--- src/rtl/led_scroll_controller.sv ---
// led_scroll_controller: step-timed LED pattern sequencer with
// rotate-left, rotate-right, bounce and hold modes.
// Ports: clkin/rst (async, active-high), run level, cfg_valid/
// cfg_ready handshake with cfg_pattern/cfg_mode/cfg_speed,
// leds (registered), step_pulse, state_o, dir_o.
module led_scroll_controller #(
    parameter int WIDTH    = 16,
    parameter int TICK_MAX = 50000000,
    parameter int CNT_W    = $clog2(TICK_MAX)
) (
    input  logic             clkin,
    input  logic             rst,
    input  logic             run,
    input  logic             cfg_valid,
    output logic             cfg_ready,
    input  logic [WIDTH-1:0] cfg_pattern,
    input  logic [1:0]       cfg_mode,
    input  logic [2:0]       cfg_speed,
    output logic [WIDTH-1:0] leds,
    output logic             step_pulse,
    output logic [1:0]       state_o,
    output logic             dir_o
);

    typedef enum logic [1:0] {
        ST_IDLE = 2'b00,
        ST_RUN  = 2'b01,
        ST_HOLD = 2'b10
    } state_t;

    localparam logic [1:0] MODE_ROL  = 2'b00;
    localparam logic [1:0] MODE_ROR  = 2'b01;
    localparam logic [1:0] MODE_BNC  = 2'b10;
    localparam logic [1:0] MODE_HOLD = 2'b11;

    state_t             state_q, state_d;
    logic [CNT_W-1:0]   cnt_q, cnt_d;
    logic [WIDTH-1:0]   leds_q, leds_d;
    logic [1:0]         mode_q, mode_d;
    logic [2:0]         speed_q, speed_d;
    logic               dir_q, dir_d;

    logic [31:0]        shifted;
    logic [CNT_W-1:0]   limit;
    logic               at_limit;
    logic               step;
    logic               accept;
    logic [WIDTH-1:0]   step_leds;
    logic               step_dir;

    // Step period from the latched speed; very short periods clamp
    // to two cycles so the counter always has a boundary to reach.
    always_comb begin
        shifted = 32'(TICK_MAX) >> speed_q;
        if (shifted < 32'd2) begin
            limit = CNT_W'(1);
        end else begin
            limit = CNT_W'(shifted - 32'd1);
        end
    end

    // Pattern and direction after one step in the latched mode.
    always_comb begin
        step_leds = leds_q;
        step_dir  = dir_q;
        unique case (mode_q)
            MODE_ROL: step_leds = {leds_q[WIDTH-2:0], leds_q[WIDTH-1]};
            MODE_ROR: step_leds = {leds_q[0], leds_q[WIDTH-1:1]};
            MODE_BNC: begin
                if (leds_q == '0) begin
                    step_leds = leds_q;
                end else if (!dir_q) begin
                    if (leds_q[WIDTH-1]) begin
                        step_dir  = 1'b1;
                        step_leds = leds_q >> 1;
                    end else begin
                        step_leds = leds_q << 1;
                    end
                end else begin
                    if (leds_q[0]) begin
                        step_dir  = 1'b0;
                        step_leds = leds_q << 1;
                    end else begin
                        step_leds = leds_q >> 1;
                    end
                end
            end
            MODE_HOLD: step_leds = leds_q;
            default:   step_leds = leds_q;
        endcase
    end

    always_comb begin
        state_d  = state_q;
        cnt_d    = cnt_q;
        leds_d   = leds_q;
        mode_d   = mode_q;
        speed_d  = speed_q;
        dir_d    = dir_q;

        at_limit = (cnt_q == limit);
        step     = (state_q == ST_RUN) && at_limit;
        // While running, new configuration only lands on a step boundary.
        cfg_ready  = (state_q != ST_RUN) || at_limit;
        accept     = cfg_valid && cfg_ready;
        step_pulse = step;

        unique case (state_q)
            ST_IDLE: begin
                if (accept) begin
                    state_d = run ? ST_RUN : ST_HOLD;
                end
            end
            ST_RUN: begin
                if (step) begin
                    cnt_d  = '0;
                    leds_d = step_leds;
                    dir_d  = step_dir;
                    if (!run) begin
                        state_d = ST_HOLD;
                    end
                end else if (!run) begin
                    state_d = ST_HOLD;
                end else begin
                    cnt_d = cnt_q + CNT_W'(1);
                end
            end
            ST_HOLD: begin
                if (!accept && run) begin
                    state_d = ST_RUN;
                end
            end
            default: begin
                state_d = ST_IDLE;
            end
        endcase

        // A new configuration overrides any shift from the same step.
        if (accept) begin
            leds_d  = cfg_pattern;
            mode_d  = cfg_mode;
            speed_d = cfg_speed;
            dir_d   = 1'b0;
            cnt_d   = '0;
        end
    end

    always_ff @(posedge clkin or posedge rst) begin
        if (rst) begin
            state_q <= ST_IDLE;
            cnt_q   <= '0;
            leds_q  <= '0;
            mode_q  <= MODE_HOLD;
            speed_q <= 3'd0;
            dir_q   <= 1'b0;
        end else begin
            state_q <= state_d;
            cnt_q   <= cnt_d;
            leds_q  <= leds_d;
            mode_q  <= mode_d;
            speed_q <= speed_d;
            dir_q   <= dir_d;
        end
    end

    assign leds    = leds_q;
    assign state_o = state_q;
    assign dir_o   = dir_q;

endmodule

--- config.mk ---
export PLATFORM = sky130hd
export DESIGN_NAME = led_scroll_controller
export DESIGN_NICKNAME = d
export VERILOG_FILES = /design/src/rtl/led_scroll_controller.sv
export SDC_FILE = /design/constraint.sdc
export NUM_CORES = 1
export LEC_CHECK = 0
export BUFFER_PORTS_ARGS = -buffer_cell sky130_fd_sc_hd__buf_2
export CELL_PAD_IN_SITES_DETAIL_PLACEMENT = 2
export CELL_PAD_IN_SITES_GLOBAL_PLACEMENT = 2
export CORE_MARGIN = 5
export CORE_UTILIZATION = 39
export CTS_BUF_LIST = sky130_fd_sc_hd__clkbuf_8 sky130_fd_sc_hd__clkbuf_16
export DETAILED_ROUTE_END_ITERATION = 16
export PLACE_DENSITY = 0.9
export SLEW_MARGIN = 20
export SYNTH_ARGS = -nofsm -noshare
export SYNTH_HDL_FRONTEND = slang
export SYNTH_SLANG_ARGS = --single-unit
export TNS_END_PERCENT = 10
--- constraint.sdc ---
create_clock -name clkin -period 7.2 [get_ports clkin]
set_clock_uncertainty 0.1 [all_clocks]
set_input_delay 1.8 -clock clkin [delete_from_list [all_inputs] [get_ports clkin]]
set_output_delay 1.8 -clock clkin [all_outputs]
set_load 0.03 [all_outputs]
; After elaboration in Yosys (flattened, before gate mapping)
; Cells that the tools add are included.
[word_totals]
output_inout_bits = 21
wordCells = 65
register_bits = 50
inputBits = 25
[classes]
n_reduce_logical = 16
order_cmp = 1
muxes = 26
n_addsub = 2
shifts = 1
eq_ne = 13
[ops]
columns = operator, n
row1 = 26-bit 2-to-1 mux, 5
row2 = 16-bit 2-to-1 mux, 7
row3 = 16-bit one-hot mux with 3 select lines, 1
row4 = 32-bit by 2-bit less-than comparator with 1-bit output (second input constant), 1
row5 = 26-bit by 3-bit right shift with 32-bit output (first input constant), 1
row6 = 26-bit by 1-bit adder with 26-bit output (second input constant), 1
row7 = 26-bit equality test, 1
row8 = 26-bit by 1-bit subtractor with 26-bit output (second input constant), 1
row9 = 16-bit zero test, 1
row10 = 2-bit != test (second input constant), 5
row11 = 1-bit 2-to-1 mux, 8
row12 = 2-bit 2-to-1 mux, 4
row13 = 4-bit AND reduction, 2
row14 = 2-bit equality test (second input constant), 3
row15 = 2-bit one-hot mux with 3 select lines, 1
row16 = 2-bit nonzero test, 3
row17 = 2-bit by 1-bit equality test with 1-bit output (second input constant), 2
row18 = 2-bit zero test, 2
row19 = 1-bit logical AND, 3
row20 = 3-bit != test (second input constant), 1
row21 = 3-bit AND reduction, 1
row22 = 3-bit nonzero test, 1
row23 = 2-bit by 1-bit != test with 1-bit output (second input constant), 1
row24 = 2-bit AND reduction, 1
row25 = other kinds (2), 2

; Logic depth before layout (Yosys ltp)
[logic_depth]
word_depth = 10
depth_mapped = 14
ltp_nobuf = 10

; Least setup slack after synthesis
; Ideal clock, no wire load.
[synth_path]
path_type = reg2out
from = register speed_q[0]
to = output port cfg_ready
setup_slack_ns = 2.327
arrival_time_ns = 2.973
path_buffers = 4
path_stages_with_launch = 14
path_cell_list = dfrtp_1 > buf_2 > buf_1 > nand2_1 > ha_1 > xnor2_1 > a221o_1 > a2111oi_2 > o2111ai_1 > nor4_4 > buf_6 > nor2_2 > buf_6 > inv_2
[synth_between]
elab_chain_cells = 5
elab_cells_between_ends = 6
classes_between = add/sub (1) / order compare (1) / eq/ne (1) / shift (1) / mux (1) / reduce/logical (1)
[synth_lines]
columns = element, line_no
row1 = "start, declared", 40  ; logic [2:0] speed_q, speed_d;
row2 = "start signal, assigned", 161  ; speed_q <= speed_d;
row3 = 26-bit by 3-bit right shift with 32-bit output *, 54  ; shifted = 32'(TICK_MAX) >> speed_q;
row4 = 26-bit by 1-bit subtractor with 26-bit output or 32-bit by 2-bit less-than comparator with 1-bit output (tied branches), "58, 55"
row5 = 26-bit 2-to-1 mux *, 55  ; if (shifted < 32'd2) begin
row6 = 26-bit equality test *, 101  ; at_limit = (cnt_q == limit);
row7 = 1-bit logical OR *, 104  ; cfg_ready = (state_q != ST_RUN) || at_limit;
row8 = "end, declared", 15  ; output logic cfg_ready,
; Mark *: on every way between the ends. The rest lies on a longest branch, timed or not.

; Worst setup path after layout
[layout_path]
from = register speed_q[2]
to = output port step_pulse
[layout_between]
elab_chain_cells = 5
elab_cells_between_ends = 6
classes_between = add/sub (1) / order compare (1) / eq/ne (1) / shift (1) / mux (1) / reduce/logical (1)
[layout_lines]
columns = element, line_no
row1 = 26-bit by 3-bit right shift with 32-bit output *, 54
row2 = 26-bit by 1-bit subtractor with 26-bit output or 32-bit by 2-bit less-than comparator with 1-bit output (tied branches), "58, 55"
row3 = 26-bit 2-to-1 mux *, 55
row4 = 26-bit equality test *, 101
row5 = 1-bit logical AND *, 102  ; step = (state_q == ST_RUN) && at_limit;
row6 = "end, declared", 20  ; output logic step_pulse,
; Marked as above.

==> results.json <==
{
  "grt_pass1_vias": 3602,
  "via_count": 3219,
  "final_cell_mix": "52 x nor2_1, 48 x dfrtp_1, 45 x buf_2",
  "combPwrFrac": 0.322,
  "power.share.clock": 0.243,
  "yosys_warnings": 0,
  "wl_per_cell_um": 21.7,
  "synthCells": 388,
  "dp_hpwl_um": 8030,
  "period_minus_slack_ns": 6.22,
  "ys_types": 64,
  "path_class": "flip-flop to output pin",
  "peakVddDrop_uv": 104,
  "antenna_found_initial": 0,
  "clk_latency_ns": 0.30,
  "drt_iter0_drc": 70,
  "area_growth_pct": 9.54,
  "p_int_uw": 509,
  "cts_max_level": 2,
  "crit_arrival_ns": 4.32,
  "p_per_area_nw_per_um2": 220,
  "fill_cells": 1010,
  "crit_required_ns": 5.30,
  "antenna_left": 0,
  "ys.flop_type": "dfrtp_1",
  "yosysTopAreaCellShare": 0.342,
  "grt_pass1_wl_um": 19100,
  "cts_sinks": 50,
  "clk_pin_slew_ns": 0.10,
  "syn_area_um2": 3520,
  "max_slew_margin": 0.239,
  "dr.pass1.iters": 4,
  "cts_buffer_depth": 2,
  "start_util": 0.401,
  "rsz0062_at_grt": "false",
  "synth_edf_count": 0,
  "port_buffers": 45,
  "hold_violations": 0,
  "cts_tree": "yes",
  "ys_top_cells_by_area": "dfrtp_1 34%, a22oi_1 6.4%, nor2_1 5.6%",
  "cp-end-kind": "output pin",
  "status": "finished clean",
  "grt.total_usage": 0.208,
  "die_width_um": 105,
  "ioPinCount": 46,
  "ys_ff_latch": 50,
  "fin_setup_tns_ns": 0,
  "layout-drive-gt1-share": 0.186,
  "fmax_mhz": 161,
  "coreArea_um2": 8760,
  "setup_violations": 0,
  "synth.largest_area_cell": "dfrtp_1",
  "overflow": 0,
  "sw_frac_of_total": 0.399,
  "root_buffer": "clkbuf_8",
  "final_common_cell": "nor2_1",
  "cts_hold_buf": 0,
  "drv_slew": 0,
  "die_y_um": 105,
  "whs_ns": 0.493,
  "p_leak_uw": 0.00158,
  "antennaDiodeCount": 0,
  "place_congestion": 0.832,
  "crit_fanout": 28,
  "drt_drc_violations_left": 0,
  "min_period_over_period": 0.863,
  "rows": 34,
  "wirelength_um": 11300,
  "tightest_slew_ns": 1.14,
  "synth_fp_nets": 418,
  "cts_setup_buffers": 0,
  "async_flop_share": 1.00,
  "numCtsBuffers": 5,
  "grt_max_degree": 51,
  "cap_violations": 0,
  "power_switching_uw": 338,
  "cts_resized": 0,
  "yosysSeqAreaShare": 0.357,
  "p_seq_frac": 0.435,
  "final_nets": 443,
  "avgSynthCellArea_um2": 9.06,
  "routed_via_density": 6.17,
  "crit_path_start_kind": "flip-flop",
  "dieArea_um2": 11000,
  "min_path_type": "flip-flop to flip-flop"
}
## cell usage after synthesis, types with 7 or more instances
cell type  number
buf_2           7
and4_1          8
o2bb2ai_1       9
nand2_1        21
nand4_1         7
dfrtp_1        48
nor2_1         52
a22oi_1        30
inv_1          12
clkbuf_1       15
xnor2_1        14
o21ai_0        15
o2bb2ai_2       9
nand3_1        13
xor2_1         16
## cell families after synthesis
| kind of cell | count (synthesis) | synth area share |
|---|---|---|
| AOI/OAI and AO/OA | 107 | 0.249 |
| DFF | 50 | 0.357 |
| and+or+nand+nor | 144 | 0.214 |
| adders and majority gates | 5 | 0.0178 |
| muxes | 9 | 0.0288 |
| buffers and inverters | 43 | 0.0591 |
| xor gates and xnor gates | 30 | 0.0747 |
## routing by layer
| metal | vias up | global-route usage | share of wire |
|---|---|---|---|
| li1 | 1482 | - | - |
| met1 | 1682 | 0.275 | 0.44 |
| met2 | 49 | 0.369 | 0.53 |
| met3 | 6 | 0.0284 | 0.026 |
| met4 | 0 | 0.0320 | 0.0062 |
| met5 | - | 0 | 0 |
## power by group through the flow
stage               logic (uW)  clock network, uW  registers (uW)
floorplan                  185                  0             379
global placement           261                  0             369
detailed placement         274                  0             373
CTS                        276                207             368
global route               299                218             375
finish                     273                206             368
## flip-flops by register name, indices dropped and copies added (netlist names)
name     flops
cnt_q       26
dir_o        1
leds        16
mode_q       2
speed_q      3
state_o      2
## per-stage QoR
step,utilization,setup WS (ns),total power [uW],cell area (um^2),std cells
2_1_floorplan,-,2.33,564,3520,388
3_3_place_gp,0.427,1.56,631,3740,514
3_5_place_dp,0.427,1.36,647,3740,514
4_1_cts,0.439,1.02,850,3850,522
5_1_grt,0.439,0.695,892,3850,522
6_report,0.439,0.984,847,3850,522
## worst paths after layout
kind                                              from  slack (ns)  depth (start not counted)               endpoint
worst max-delay path            speed_q[2]$_DFFE_PP0N_        0.98                         11             step_pulse
worst max register to register  speed_q[2]$_DFFE_PP0N_        2.82                         11   leds[14]$_DFFE_PP0P_
max in group asynchronous                          rst        4.91                          2  cnt_q[19]$_DFFE_PP0P_
worst min-delay path              leds[12]$_DFFE_PP0P_        0.49                          1   leds[12]$_DFFE_PP0P_
worst min register to register    leds[12]$_DFFE_PP0P_        0.49                          1   leds[12]$_DFFE_PP0P_
min in group asynchronous                          rst        1.54                          2    leds[3]$_DFFE_PP0P_
## worst max-delay path, cell delays in order, from the launching register on
cell	delay [ns]
dfrtp_1	0.94
and2_1	0.33
nand2_1	0.08
ha_1	0.31
xnor2_1	0.14
a221o_1	0.29
a2111oi_2	0.38
o2111ai_1	0.22
nor4_4	0.58
buf_4	0.33
and2_1	0.20
buf_2	0.22
## cell type report
class                      count  area [um^2]  share of cell area
multi-input combinational    295         2050               0.533
sequential                    50         1250               0.326
timing repair buffer          48          248              0.0643
tap                          108          135              0.0351
clock buffer                   5         68.8              0.0179
inverter                      13         50.0              0.0130
clock inverter                 3         41.3              0.0107
Note: power is estimated with default switching activity, not from simulation.
